==> src/rtl/fp_fmt_pkg.sv <==
// Shared 13-bit float format definitions: sign, 4-bit exponent, 8-bit fraction.
// Used by the int-to-fp encoder, fp_adder and fp-to-int blocks.
package fp_fmt_pkg;

  localparam int EXP_W  = 4;
  localparam int FRAC_W = 8;

  // Canonical encoding of zero: positive sign, zero exponent, zero fraction
  localparam logic              SIGN_ZERO = 1'b0;
  localparam logic [EXP_W-1:0]  EXP_ZERO  = '0;
  localparam logic [FRAC_W-1:0] FRAC_ZERO = '0;

  typedef enum logic [1:0] {
    IDLE = 2'd0,
    NORM = 2'd1,
    DONE = 2'd2
  } fp_state_e;

endpackage

==> src/rtl/int_to_fp_seq.sv <==
// Sequential two's-complement integer to 13-bit float encoder.
// Captures |din| and normalizes it one left shift per clock until the MSB is
// set, decrementing the exponent on each shift. Result is truncated.
module int_to_fp_seq
  import fp_fmt_pkg::*;
#(
  parameter int IN_W = 12
) (
  input  logic              clk,
  input  logic              reset,
  input  logic              start,
  input  logic [IN_W-1:0]   din,
  output logic              ready,
  output logic              done_tick,
  output logic              sign_out,
  output logic [EXP_W-1:0]  exp_out,
  output logic [FRAC_W-1:0] frac_out
);

  fp_state_e         state_q, state_d;
  logic [IN_W-1:0]   mag_q,   mag_d;
  logic [EXP_W-1:0]  exp_q,   exp_d;
  logic              sgn_q,   sgn_d;

  // Magnitude of the input; -2^(IN_W-1) wraps to 1 followed by zeros, which
  // is exactly its unsigned magnitude.
  logic signed [IN_W-1:0] din_s;
  logic        [IN_W-1:0] din_abs;
  assign din_s   = din;
  assign din_abs = din_s[IN_W-1] ? $unsigned(-din_s) : $unsigned(din_s);

  // State and datapath registers; reset also clears the result.
  always_ff @(posedge clk) begin
    if (reset) begin
      state_q <= IDLE;
      mag_q   <= '0;
      exp_q   <= EXP_ZERO;
      sgn_q   <= SIGN_ZERO;
    end else begin
      state_q <= state_d;
      mag_q   <= mag_d;
      exp_q   <= exp_d;
      sgn_q   <= sgn_d;
    end
  end

  // Next-state and normalization step: one rule per edge while in NORM.
  always_comb begin
    state_d = state_q;
    mag_d   = mag_q;
    exp_d   = exp_q;
    sgn_d   = sgn_q;
    unique case (state_q)
      IDLE: begin
        if (start) begin
          sgn_d   = din[IN_W-1];
          mag_d   = din_abs;
          exp_d   = EXP_W'(IN_W);
          state_d = NORM;
        end
      end
      NORM: begin
        if (mag_q == '0) begin
          sgn_d   = SIGN_ZERO;
          exp_d   = EXP_ZERO;
          state_d = DONE;
        end else if (mag_q[IN_W-1]) begin
          state_d = DONE;
        end else begin
          mag_d = mag_q << 1;
          exp_d = exp_q - EXP_W'(1);
        end
      end
      DONE: begin
        state_d = IDLE;
      end
      default: begin
        state_d = IDLE;
      end
    endcase
  end

  // Moore handshake outputs decoded from the state.
  always_comb begin
    ready     = (state_q == IDLE);
    done_tick = (state_q == DONE);
  end

  assign sign_out = sgn_q;
  assign exp_out  = exp_q;
  assign frac_out = mag_q[IN_W-1 -: FRAC_W];

endmodule

==> config.mk <==
export PLATFORM = sky130hd
export DESIGN_NAME = int_to_fp_seq
export DESIGN_NICKNAME = d
export VERILOG_FILES = /design/src/rtl/fp_fmt_pkg.sv /design/src/rtl/int_to_fp_seq.sv
export SDC_FILE = /design/constraint.sdc
export NUM_CORES = 1
export LEC_CHECK = 0
export BUFFER_PORTS_ARGS = -buffer_cell sky130_fd_sc_hd__buf_2
export CORE_MARGIN = 4
export CORE_UTILIZATION = 53
export DETAILED_ROUTE_END_ITERATION = 10
export PLACE_DENSITY = 0.78
export SLEW_MARGIN = 0
export SYNTH_ARGS = -nofsm -noshare
export SYNTH_HDL_FRONTEND = slang
export SYNTH_SLANG_ARGS = --single-unit
==> constraint.sdc <==
create_clock -name clk -period 2.5 [get_ports clk]
set_input_delay 0.125 -clock clk [delete_from_list [all_inputs] [get_ports clk]]
set_output_delay 0.125 -clock clk [all_outputs]
set_load 0.05 [all_outputs]
# == Yosys cells after proc, flatten, opt, wreduce, memory -nomap -nowiden ==
# Index checks and enable logic that the tools add are counted.
# totals
reg_bits,19
input_bits,15
output_inout_bits,15
wordCells,39
# op_classes
eq_ne,8
muxes,16
n_reduce_logical,8
add_sub_neg,2
# ops
operator,n
$mux 12,4
$pmux 12 s2,1
$logic_not 12->1,1
$mux 4,3
$neg 12->12,1
$reduce_and 3->1,3
$ne 2x2->1 const B,4
$pmux 4 s2,1
$mux 2,3
$ne 3x3->1 const B,2
$pmux 2 s2,1
$reduce_and 4->1,1
$sub 4x1->4 const B,1
$eq 2x1->1 const B,1
$eq 2x2->1 const B,1
$logic_not 2->1,1
$mux 1,2
$pmux 1 s2,1
$reduce_and 2->1,1
$reduce_bool 2->1,1

# == Longest topological paths before layout ==
# Gate-level depths: netlist of run 1.
# logic_depth
ltp_word,4
depth_mapped,7
ltp_nobuf,6

# == Worst setup path after synthesis of run 1 ==
# No wires, ideal clock.
# synth_timing
kind,register -> register
from,register state_q[1]
to,register mag_q[4]
arrival_time_ps,1849
path_buffers,1
path_stages_with_launch,6
period_less_slack_ps,1941
slack_ps,559
setup_time_ps,92
t_required_ps,2408
cell_sequence,dfxtp_1 -> nor2_1 -> nand2_1 -> buf_2 -> a211o_2 -> o32ai_1
# synth_via
elab_chain_cells,3
elab_cells_between_ends,8
cone_classes,eq/ne (4); mux (1); reduce/logical (3)
# synth_lines
element,line,text
from (decl),int_to_fp_seq.sv:20,"fp_state_e state_q, state_d;"
from (signal assigned),int_to_fp_seq.sv:40,state_q <= state_d;
$logic_not 2->1 *,--,
named net ready,int_to_fp_seq.sv:13,"output logic ready,"
$ne 2x2->1 (no line) or $reduce_bool 2->1 (tied branches),--,
$reduce_and 4->1 (no line),--,
to (signal assigned),int_to_fp_seq.sv:41,mag_q <= mag_d;
to (decl),int_to_fp_seq.sv:21,"logic [IN_W-1:0] mag_q, mag_d;"
# Mark *: on every way through the listed nets, which the timed path passes. The rest lies on a longest branch.
# A chain may end at the register's enable or synchronous reset.

# == Final worst setup path of run 1 ==
# layout_timing
from,register mag_q[11]
to,register exp_q[2] (netlist: exp_out[2])
# layout_via
elab_chain_cells,3
elab_cells_between_ends,5
cone_classes,eq/ne (1); mux (2); reduce/logical (2)
# layout_lines
element,line,text
$logic_not 12->1,int_to_fp_seq.sv:63,if (mag_q == '0) begin
$ne 3x3->1 (no line) or $mux 4 (tied branches),--,
$reduce_and 3->1 (no line) or $pmux 4 s2 (tied branches),--,
to (signal assigned),int_to_fp_seq.sv:42,exp_q <= exp_d;
to (decl),int_to_fp_seq.sv:22,"logic [EXP_W-1:0] exp_q, exp_d;"
# Parallel ways exist; a longest one is shown, timed or not.

==> key figures, run 1 <==
Timing
  – Final hold vios: 0
  – Total negative slack: 0 ps
  – F_max: around 510 MHz
  – Worst-Margin Slew: ~500 ps
  – Slew headroom: 66.4%
  – RSZ-0062 raised after global routing: false
  – Max-slew violations: 0
  – Clock skew: 10.4 ps
  – Minimum clock period: 1950 ps
  – # setup viols final: 0
  – Final period utilization: around 78%

Finish
  – Layout cells sized above 1: roughly a quarter
  – Final std cells w/o fill: ~210
  – Layout area overhead: 9.87%
  – Design area: about 1500 sq um
  – Nets@finish: about 200
  – Leading cell types in the layout, fill and taps excluded: buf_2, dfxtp_1, a21oi_1
  – Commonest non-fill, non-tap cell in the layout: buf_2
  – Util after Layout: 63.7%
  – Antenna diode count: 0
  – Layout fillers: 208

Worst setup path
  – CP startpoint: mag_q[11]$_SDFFE_PP0P_
  – FF-to-FF Start: mag_q[11]$_SDFFE_PP0P_
  – R2r setup slk: about 550 ps
  – FF-to-FF End: exp_out[2]$_SDFFE_PP0P_
  – Critical path class: reg2reg
  – Peak fanout along the critical path: 9
  – R2R cell count: 4
  – CP startpoint kind: flip-flop
  – Req. time, crit path: 2720 ps
  – Crit path DAT: ~2200 ps
  – CP Capture Type: flip-flop

Yosys
  – Area fraction of the dominant cell type after synthesis: ~28%
  – Async S/R FF share, synth: 0%
  – FF+latch count, synth: 19
  – Number of flops mapped to enable cells by yosys: 0
  – Synth Flop Type: dfxtp_1
  – Top cells by area, synth: dfxtp_1, a21oi_1, buf_4
  – Mapped Nets: between 150 and 200
  – Cell Area, Synth: approximately 1300 sq um
  – Syn. warnings: 0
  – Cell taking the most area after synthesis: dfxtp_1
  – Seq/Total Area, Yosys: 28.3%
  – Cells after synthesis: roughly 170
  – Cell variety after synth: between 40 and 50
  – Synth Area per Inst: 8.05 sq um

Clock network
  – Worst skew pair latency: between 300 and 400 ps
  – Clock Path Buffers: 2
  – H-tree Lvls: 1
  – CTS tree: done
  – Post-CTS Setup Inserts: 0
  – CTS Hold Bufs: 0
  – CTS Buf Count: 3
  – Post-CTS resize count: 0
  – CTS Root Buffer Type: clkbuf_4
  – Worst-path clk slew: about 110 ps
  – # clock sinks: 19

GRT
  – Vias in the first global route: roughly 1200
  – First-pass GRT wire length: between 5000 and 6000 microns
  – Grt total ovfl: 0
  – Initial antenna violation count: 0
  – Largest net degree at the start of global routing: 18
  – Global Route Usage Sum: a little over a fifth

Placement
  – HPWL after DPL: between 2000 and 3000 microns
  – Cell count after placement: 209
  – Routability cong.: between 0.8 and 0.9
  – I/O Buffers: 29
  – Post-DP Area: approximately 1500 sq um

Run
  – Maxcap violations: 0

Detailed routing
  – Vias per inst: around 6.4
  – Mean routed wirelength per cell: 16.8 microns
  – Residual DRC: 0
  – Drt pass-1 iters: 4
  – WL final: between 3000 and 4000 microns
  – Vias: 1358
  – Starting DRT DRC Count: 40
  – Detail Route Antenna Nets: 0

Worst hold path
  – Hold Startpoint: din[0]
  – Worst Hold End: mag_q[0]$_SDFFE_PP0P_
  – Hold depth: 3
  – Hold Path Class: in2reg

Die
  – Initial core utilization: between 50 and 60%
  – DIE AREA: roughly 3400 sq um
  – I/O pins: 30
  – Die width: just under 60 microns
  – Core area: roughly 2300 sq um
  – Number of cell rows: 17
  – Die H: 58.4 microns

Power and ir drop
  – VDD IR max: around 0.66 mV
  – Pwr/cell area: between 700 and 800 nW/um^2
  – Total power: 1.15 mW
  – Leak: ~0.59 nW

Outcome
  – Outcome: complete, no violations
-- routing by layer --
metal | wire [microns] | global-route usage (%)
met5 | 0 | 0
met4 | 96 | 8.94
met3 | 267 | 5.48
met2 | 1640 | 33.7
met1 | 1590 | 29.0
-- worst max-delay path, stage by stage, from the launching register on --
cell	delay [ps]
dfxtp_1	420
or4_4	590
o31ai_4	450
nand2_4	160
a32o_1	240
-- final cells by class --
class	count	area (sq um)	area share [%]
Multi-Input combinational cell	122	833	56.4
Sequential cell	19	380	25.8
Timing Repair Buffer	33	175	11.9
Tap cell	28	35.0	2.37
Clock buffer	4	26.3	1.78
Inverter	7	26.3	1.78
-- logic make-up (layout without fill, tap and decap cells) --
| kind of cell | after synthesis | after routing | synth area share (%) |
|---|---|---|---|
| buffers and inverters | 26 | 44 | 9.68 |
| flip-flops | 19 | 19 | 28.3 |
| multiplexers | 4 | 4 | 2.98 |
| XOR/XNOR | 2 | 2 | 1.30 |
| AND/OR/NAND/NOR | 57 | 57 | 24.7 |
| adder cells (fa/ha/maj) | 2 | 2 | 1.86 |
| AO/OA/AOI/OAI | 57 | 57 | 31.2 |
-- metrics by stage --
step / setup WS, ps / hold slack, ps
after floorplan: 559 / 193
after global routing: 447 / 118
after detailed placement: 617 / 442
after CTS: 597 / 108
after global placement: 681 / 425
final: 555 / 114
-- flip-flops by register name (all words and copies together) (netlist names) --
name and count:
mag_q 12, exp_out 4, state_q 2, sign_out 1
-- cells in the mapped netlist, types with 3 or more instances --
cell type,number
o211ai_1,5
dfxtp_1,19
a211oi_1,5
mux2i_1,4
clkbuf_1,9
nand3_1,6
inv_1,7
o21ai_0,5
nor3_1,7
a32oi_1,3
o31ai_1,6
nand2_1,8
buf_4,8
nor2b_1,3
a21oi_1,15
or3_1,4
nand2b_1,3
nor2_1,10
or4_4,3
a31oi_1,4
-- worst max path at each step --
stage	depth (start not counted)	end	slack, ps
detailed placement	4	exp_out[2]$_SDFFE_PP0P_	620
CTS	4	exp_out[2]$_SDFFE_PP0P_	600
floorplan	5	mag_q[4]$_SDFFE_PP0P_	560
global route	4	mag_q[4]$_SDFFE_PP0P_	450
global placement	4	exp_out[2]$_SDFFE_PP0P_	680
finish	4	exp_out[2]$_SDFFE_PP0P_	550
-- where the power goes --
| part | switching [mW] | internal [mW] | total [mW] |
|---|---|---|---|
| Combinational | 0.382 | 0.196 | 0.577 |
| Clock | 0.100 | 0.0624 | 0.163 |
| Sequential | 0.0603 | 0.355 | 0.415 |
| Total | 0.542 | 0.613 | 1.15 |
Power figures use the tool's default switching activity.
==> inputs of run 2 (changes only) <==
- clock period: 2.5 -> 1.8 ns (I/O delays scaled with it)
==> run 2 against run 1 <==
Design area up 14%. Hold slack worse by 21 ps. Highest routed layer unchanged. Setup slack worse by 550 ps. Register-to-register slack worse by 550 ps.
==> key figures, run 2 (synthesized netlist as in run 1, its figures left out) <==
Timing
  – Clock skew: 0.513 ps (-9.91 ps)
  – Worst-Margin Slew: 495 ps (+2.62 ps)
  – # setup viols final: 0 (unchanged)
  – F_max: 557 MHz (+8.3%)
  – RSZ-0062 raised after global routing: true
  – Slew headroom: 67.0% (+0.59 points)
  – Final hold vios: 0 (unchanged)
  – Minimum clock period: 1800 ps (-148 ps)
  – Final WS setup: 3.13 ps (-552 ps)
  – Final period utilization: 99.8% (+22 points)
  – Final hold slack: 92.7 ps (-20.9 ps)
  – Total negative slack: 0 ps (unchanged)
  – Max-slew violations: 0 (unchanged)

Detailed routing
  – Mean routed wirelength per cell: 18.0 microns (+6.7%)
  – Starting DRT DRC Count: 116 (+190%)
  – Residual DRC: 0 (unchanged)
  – Vias per inst: 6.65 (+4.3%)
  – Detail Route Antenna Nets: 0 (unchanged)
  – WL final: 4130 microns (+15%)
  – Drt pass-1 iters: 5 (+1)
  – Vias: 1530 (+13%)

GRT
  – Grt total ovfl: 0 (unchanged)
  – Initial antenna violation count: 0 (unchanged)
  – Vias in the first global route: 1318 (+8.7%)
  – Global Route Usage Sum: 23.6% (+1.8 points)
  – First-pass GRT wire length: 6250 microns (+8.4%)
  – Largest net degree at the start of global routing: 18 (unchanged)

Worst setup path
  – Critical path class: reg2reg
  – Peak fanout along the critical path: 7 (-2)
  – Req. time, crit path: 1980 ps (-740 ps)
  – CP Capture Type: flip-flop
  – CP startpoint kind: flip-flop
  – Crit path DAT: 1980 ps (-180 ps)

Power and ir drop
  – Pwr/cell area: 1060 nW/um^2 (+35%)
  – Total power: 1.78 mW (+54%)
  – Leak: 0.692 nW (+18%)
  – VDD IR max: 0.858 mV (+30%)

Placement
  – Place WS: 1.82 ps (-615 ps)
  – Post-DP Area: 1570 sq um (+7.9%)
  – Routability cong.: 0.878 (-1.3%)
  – I/O Buffers: 29 (unchanged)
  – Cell count after placement: 224 (+7.2%)
  – HPWL after DPL: 2980 microns (+11%)

Run
  – Maxcap violations: 0 (unchanged)

Finish
  – Max reg flops: 12 (unchanged)
  – Nets@finish: 220 (+8.4%)
  – Leading cell types in the layout, fill and taps excluded: buf_2, buf_4, dfxtp_1
  – Final std cells w/o fill: 230 (+8.0%)
  – Largest Register: mag_q
  – Util after Layout: 72.5% (+8.9 points)
  – Layout cells sized above 1: 39.1% (+14 points)
  – Layout area overhead: 25.1%
  – Antenna diode count: 0 (unchanged)
  – Design area: 1680 sq um (+14%)
  – Commonest non-fill, non-tap cell in the layout: buf_2

Die
  – Die width: 58.4 microns (unchanged)
  – Core area: 2320 sq um (unchanged)
  – Die H: 58.4 microns (unchanged)
  – Initial core utilization: 58.0% (unchanged)
  – I/O pins: 30 (unchanged)
  – Number of cell rows: 17 (unchanged)
  – DIE AREA: 3410 sq um (unchanged)

Clock network
  – CTS Root Buffer Type: clkbuf_4
  – # clock sinks: 19 (unchanged)
  – CTS tree: done
  – H-tree Lvls: 1 (unchanged)
  – Worst-path clk slew: 110 ps (about the same)
  – Worst skew pair latency: 290 ps (-20 ps)
  – CTS Buf Count: 3 (unchanged)
  – Clock Path Buffers: 2 (unchanged)
  – CTS Hold Bufs: 0 (unchanged)

Outcome
  – Outcome: complete, no violations

Worst hold path
  – Hold Path Class: in2reg
## run 2: changes by cell type in the layout (fill, tap and decap cells not counted), sizes merged
cell	change
buf	+17
## run 2: critical path, cell delays in order, from the launching register on
cell and delay (ps):
dfxtp_2 350, or4_4 570, o31ai_4 370, buf_6 190
a221o_2 160, a21oi_2 50
## run 2: cell type report
class / instances / area [sq um]
clock buffer: 4 / 26.3
fill: 171 / 637
inverter: 7 / 26.3
multi-input combinational: 122 / 898
sequential: 19 / 385
tap: 28 / 35.0
timing repair buffer: 50 / 310
## run 2: layer usage
metal | wire (microns) | vias to the layer above | share of wire (%) | global-route usage, %
met5 | 0 | - | 0 | 0
met4 | 147 | 0 | 3.6 | 7.28
met1 | 1630 | 716 | 39 | 29.8
li1 | - | 697 | - | -
met3 | 413 | 16 | 10 | 6.58
met2 | 1950 | 101 | 47 | 38.9
## run 2: final timing paths
path,endpoint,slack (ps),cells past startpoint,startpoint
setup / recovery,mag_q[2]$_SDFFE_PP0P_,3,5,mag_q[1]$_SDFFE_PP0P_
hold / removal,mag_q[0]$_SDFFE_PP0P_,90,3,din[0]
setup reg to reg,mag_q[2]$_SDFFE_PP0P_,3,5,mag_q[1]$_SDFFE_PP0P_
hold reg to reg,mag_q[1]$_SDFFE_PP0P_,490,2,mag_q[1]$_SDFFE_PP0P_
## run 2: timing repair
item / in CTS / in global routing
endpoints found under the setup margin: 4 / 11
buffers inserted: 1 / 1
resized for setup: 3 / 16
pin swaps: 2 / 10
## run 2: where the power goes
group | leakage (nW) | internal [mW] | total [mW] | switching, mW
clock | 0.0150 | 0.0863 | 0.218 | 0.132
combinational | 0.518 | 0.379 | 1.01 | 0.627
sequential | 0.158 | 0.496 | 0.555 | 0.0591
==> inputs of run 3 (changes only) <==
- PLACE_DENSITY: 0.78 -> 0.88
==> run 3 against run 2 <==
Combinational power decreased by 7%. Hold slack got worse by 24 ps. Critical path depth unchanged. Clock power increased by 2%. Global-route usage decreased by 1.1 points. First-iteration DRC count decreased by 41%. Final cell count decreased by 2.2%.
==> key figures, run 3 (synthesized netlist as in run 1, its figures left out) <==
Worst setup path
  – R2r setup slk: 2 ps (about the same)
  – Crit path DAT: 2010 ps (+30 ps)
  – Crit-path cells: or4_4 -> o31ai_4 -> buf_6 -> nand2_4 -> a32o_1
  – Peak fanout along the critical path: 8 (+1)
  – Req. time, crit path: 2010 ps (+30 ps)
  – R2R cell count: 5 (unchanged)
  – Slowest-stage cell, CP: or4_4
  – Slowest stage delay, CP: 580 ps (about the same)
  – FF-to-FF Start: mag_q[10]$_SDFFE_PP0P_
  – Critical path class: reg2reg
  – FF-to-FF End: exp_out[2]$_SDFFE_PP0P_
  – CP Capture Type: flip-flop
  – CP startpoint kind: flip-flop

Die
  – Die width: 58.4 microns (unchanged)
  – Die H: 58.4 microns (unchanged)
  – DIE AREA: 3410 sq um (unchanged)
  – Number of cell rows: 17 (unchanged)
  – Core area: 2320 sq um (unchanged)
  – I/O pins: 30 (unchanged)
  – Initial core utilization: 58.0% (unchanged)

Placement
  – HPWL after DPL: 2890 microns (-2.8%)
  – I/O Buffers: 29 (unchanged)
  – Post-DP Area: 1540 sq um (-1.4%)
  – Routability cong.: 0.946 (+7.7%)
  – Place WS: -37.1 ps (-38.9 ps)

Finish
  – Nets@finish: 215 (-2.3%)
  – Largest Register: mag_q
  – Max reg flops: 12 (unchanged)
  – Layout area overhead: 19.4%
  – Leading cell types in the layout, fill and taps excluded: buf_2, dfxtp_1, a21oi_1, buf_4, nor2_1
  – Util after Layout: 69.2% (-3.3 points)
  – Commonest non-fill, non-tap cell in the layout: buf_2
  – Design area: 1600 sq um (-4.6%)
  – Layout cells sized above 1: 34.0% (-5.1 points)
  – Antenna diode count: 0 (unchanged)

Clock network
  – CTS Buf Count: 3 (unchanged)
  – Post-CTS Setup Inserts: 0 (-1)
  – Clock Path Buffers: 2 (unchanged)
  – Worst skew pair latency: 310 ps (+20 ps)
  – CTS tree: done
  – # clock sinks: 19 (unchanged)
  – H-tree Lvls: 1 (unchanged)
  – Worst-path clk slew: 110 ps (about the same)
  – CTS Root Buffer Type: clkbuf_4

Worst hold path
  – Worst Hold End: mag_q[0]$_SDFFE_PP0P_
  – Hold Path Class: in2reg
  – Hold depth: 3 (unchanged)
  – Hold Startpoint: din[0]

GRT
  – First-pass GRT wire length: 6010 microns (-3.9%)
  – Initial antenna violation count: 0 (unchanged)
  – Grt total ovfl: 0 (unchanged)
  – Largest net degree at the start of global routing: 18 (unchanged)
  – Global Route Usage Sum: 22.5% (-1.1 points)
  – Vias in the first global route: 1355 (+2.8%)

Timing
  – Clock skew: 3.40 ps (+2.89 ps)
  – Slew headroom: 65.4% (-1.6 points)
  – Final hold vios: 0 (unchanged)
  – Minimum clock period: 1800 ps (+1.44 ps)
  – Worst-Margin Slew: 515 ps (+20.1 ps)
  – F_max: 556 MHz (about the same)
  – Final period utilization: 99.9% (about the same)
  – Final WS setup: 1.70 ps (-1.44 ps)
  – Max-slew violations: 0 (unchanged)
  – # setup viols final: 0 (unchanged)
  – Total negative slack: 0 ps (unchanged)

Detailed routing
  – Detail Route Antenna Nets: 0 (unchanged)
  – Starting DRT DRC Count: 68 (-41%)
  – Vias per inst: 6.53 (-1.9%)
  – Residual DRC: 0 (unchanged)
  – WL final: 3860 microns (-6.6%)
  – Mean routed wirelength per cell: 17.2 microns (-4.5%)
  – Vias: 1469 (-4.0%)
  – Drt pass-1 iters: 4 (-1)

Run
  – Maxcap violations: 0 (unchanged)

Power and ir drop
  – VDD IR max: 0.828 mV (-3.5%)
  – Pwr/cell area: 1070 nW/um^2 (+1.5%)
  – Leak: 0.661 nW (-4.5%)

Outcome
  – Outcome: complete, no violations
-- run 3: cell count changes in the layout (fill, tap and decap cells not counted), sizes merged --
cell    previous run  this run
buf               50        45
clkbuf             4         3
clkinv             0         1
-- run 3: worst max-delay path by stage --
stage,end,from,slack [ps],cells after the start
detailed placement,mag_q[11]$_SDFFE_PP0P_,mag_q[1]$_SDFFE_PP0P_,-40,4
global placement,mag_q[11]$_SDFFE_PP0P_,mag_q[1]$_SDFFE_PP0P_,60,4
CTS,exp_out[2]$_SDFFE_PP0P_,mag_q[1]$_SDFFE_PP0P_,2,5
floorplan,exp_out[2]$_SDFFE_PP0P_,mag_q[1]$_SDFFE_PP0P_,70,4
global route,exp_out[2]$_SDFFE_PP0P_,mag_q[4]$_SDFFE_PP0P_,-20,4
finish,exp_out[2]$_SDFFE_PP0P_,mag_q[10]$_SDFFE_PP0P_,2,5
-- run 3: critical path, delay by kind of cell (launching register included) --
kind	cells	cell delay (ps)
compound gates	2	530
buf+inv	1	150
flops	1	340
simple gates	2	670
-- run 3: where the power goes --
group          switching, mW  leakage [nW]  internal [mW]
Sequential            0.0636         0.157          0.495
Clock                  0.139        0.0177         0.0830
Combinational          0.602         0.486          0.340
Total                  0.804         0.661          0.917
-- run 3: area by class of cell --
| class | instances | area, sq um |
|---|---|---|
| Clock buffer | 3 | 22.5 |
| Timing Repair Buffer | 45 | 269 |
| Clock inverter | 1 | 5.00 |
| Multi-Input combinational cell | 122 | 863 |
| Inverter | 7 | 26.3 |
| Fill cell | 200 | 714 |
| Sequential cell | 19 | 383 |
| Tap cell | 28 | 35.0 |
-- run 3: per-layer routing --
layer | global-route usage (%) | vias to the layer above | part of all wire (%)
met3 | 3.07 | 11 | 9.8
met2 | 38.6 | 80 | 49
li1 | - | 688 | -
met5 | 0 | - | 0
met1 | 27.7 | 690 | 39
met4 | 10.6 | 0 | 2.5
-- run 3: per-stage QoR --
step / hold slack (ps) / power (mW) / cells
detailed placement: 399 / 1.45 / 221
CTS: 79.8 / 1.67 / 225
global route: 99.9 / 1.80 / 225
global placement: 403 / 1.42 / 221
floorplan: 158 / 1.23 / 167
finish: 68.3 / 1.72 / 225
-- run 3: what timing repair did --
| action | 4_1_cts | 5_1_grt |
|---|---|---|
| endpoints found under the setup margin | 1 | 6 |
| gates resized for setup | 2 | 6 |
| pin swaps | 0 | 5 |
| hold buffers | 0 | 0 |
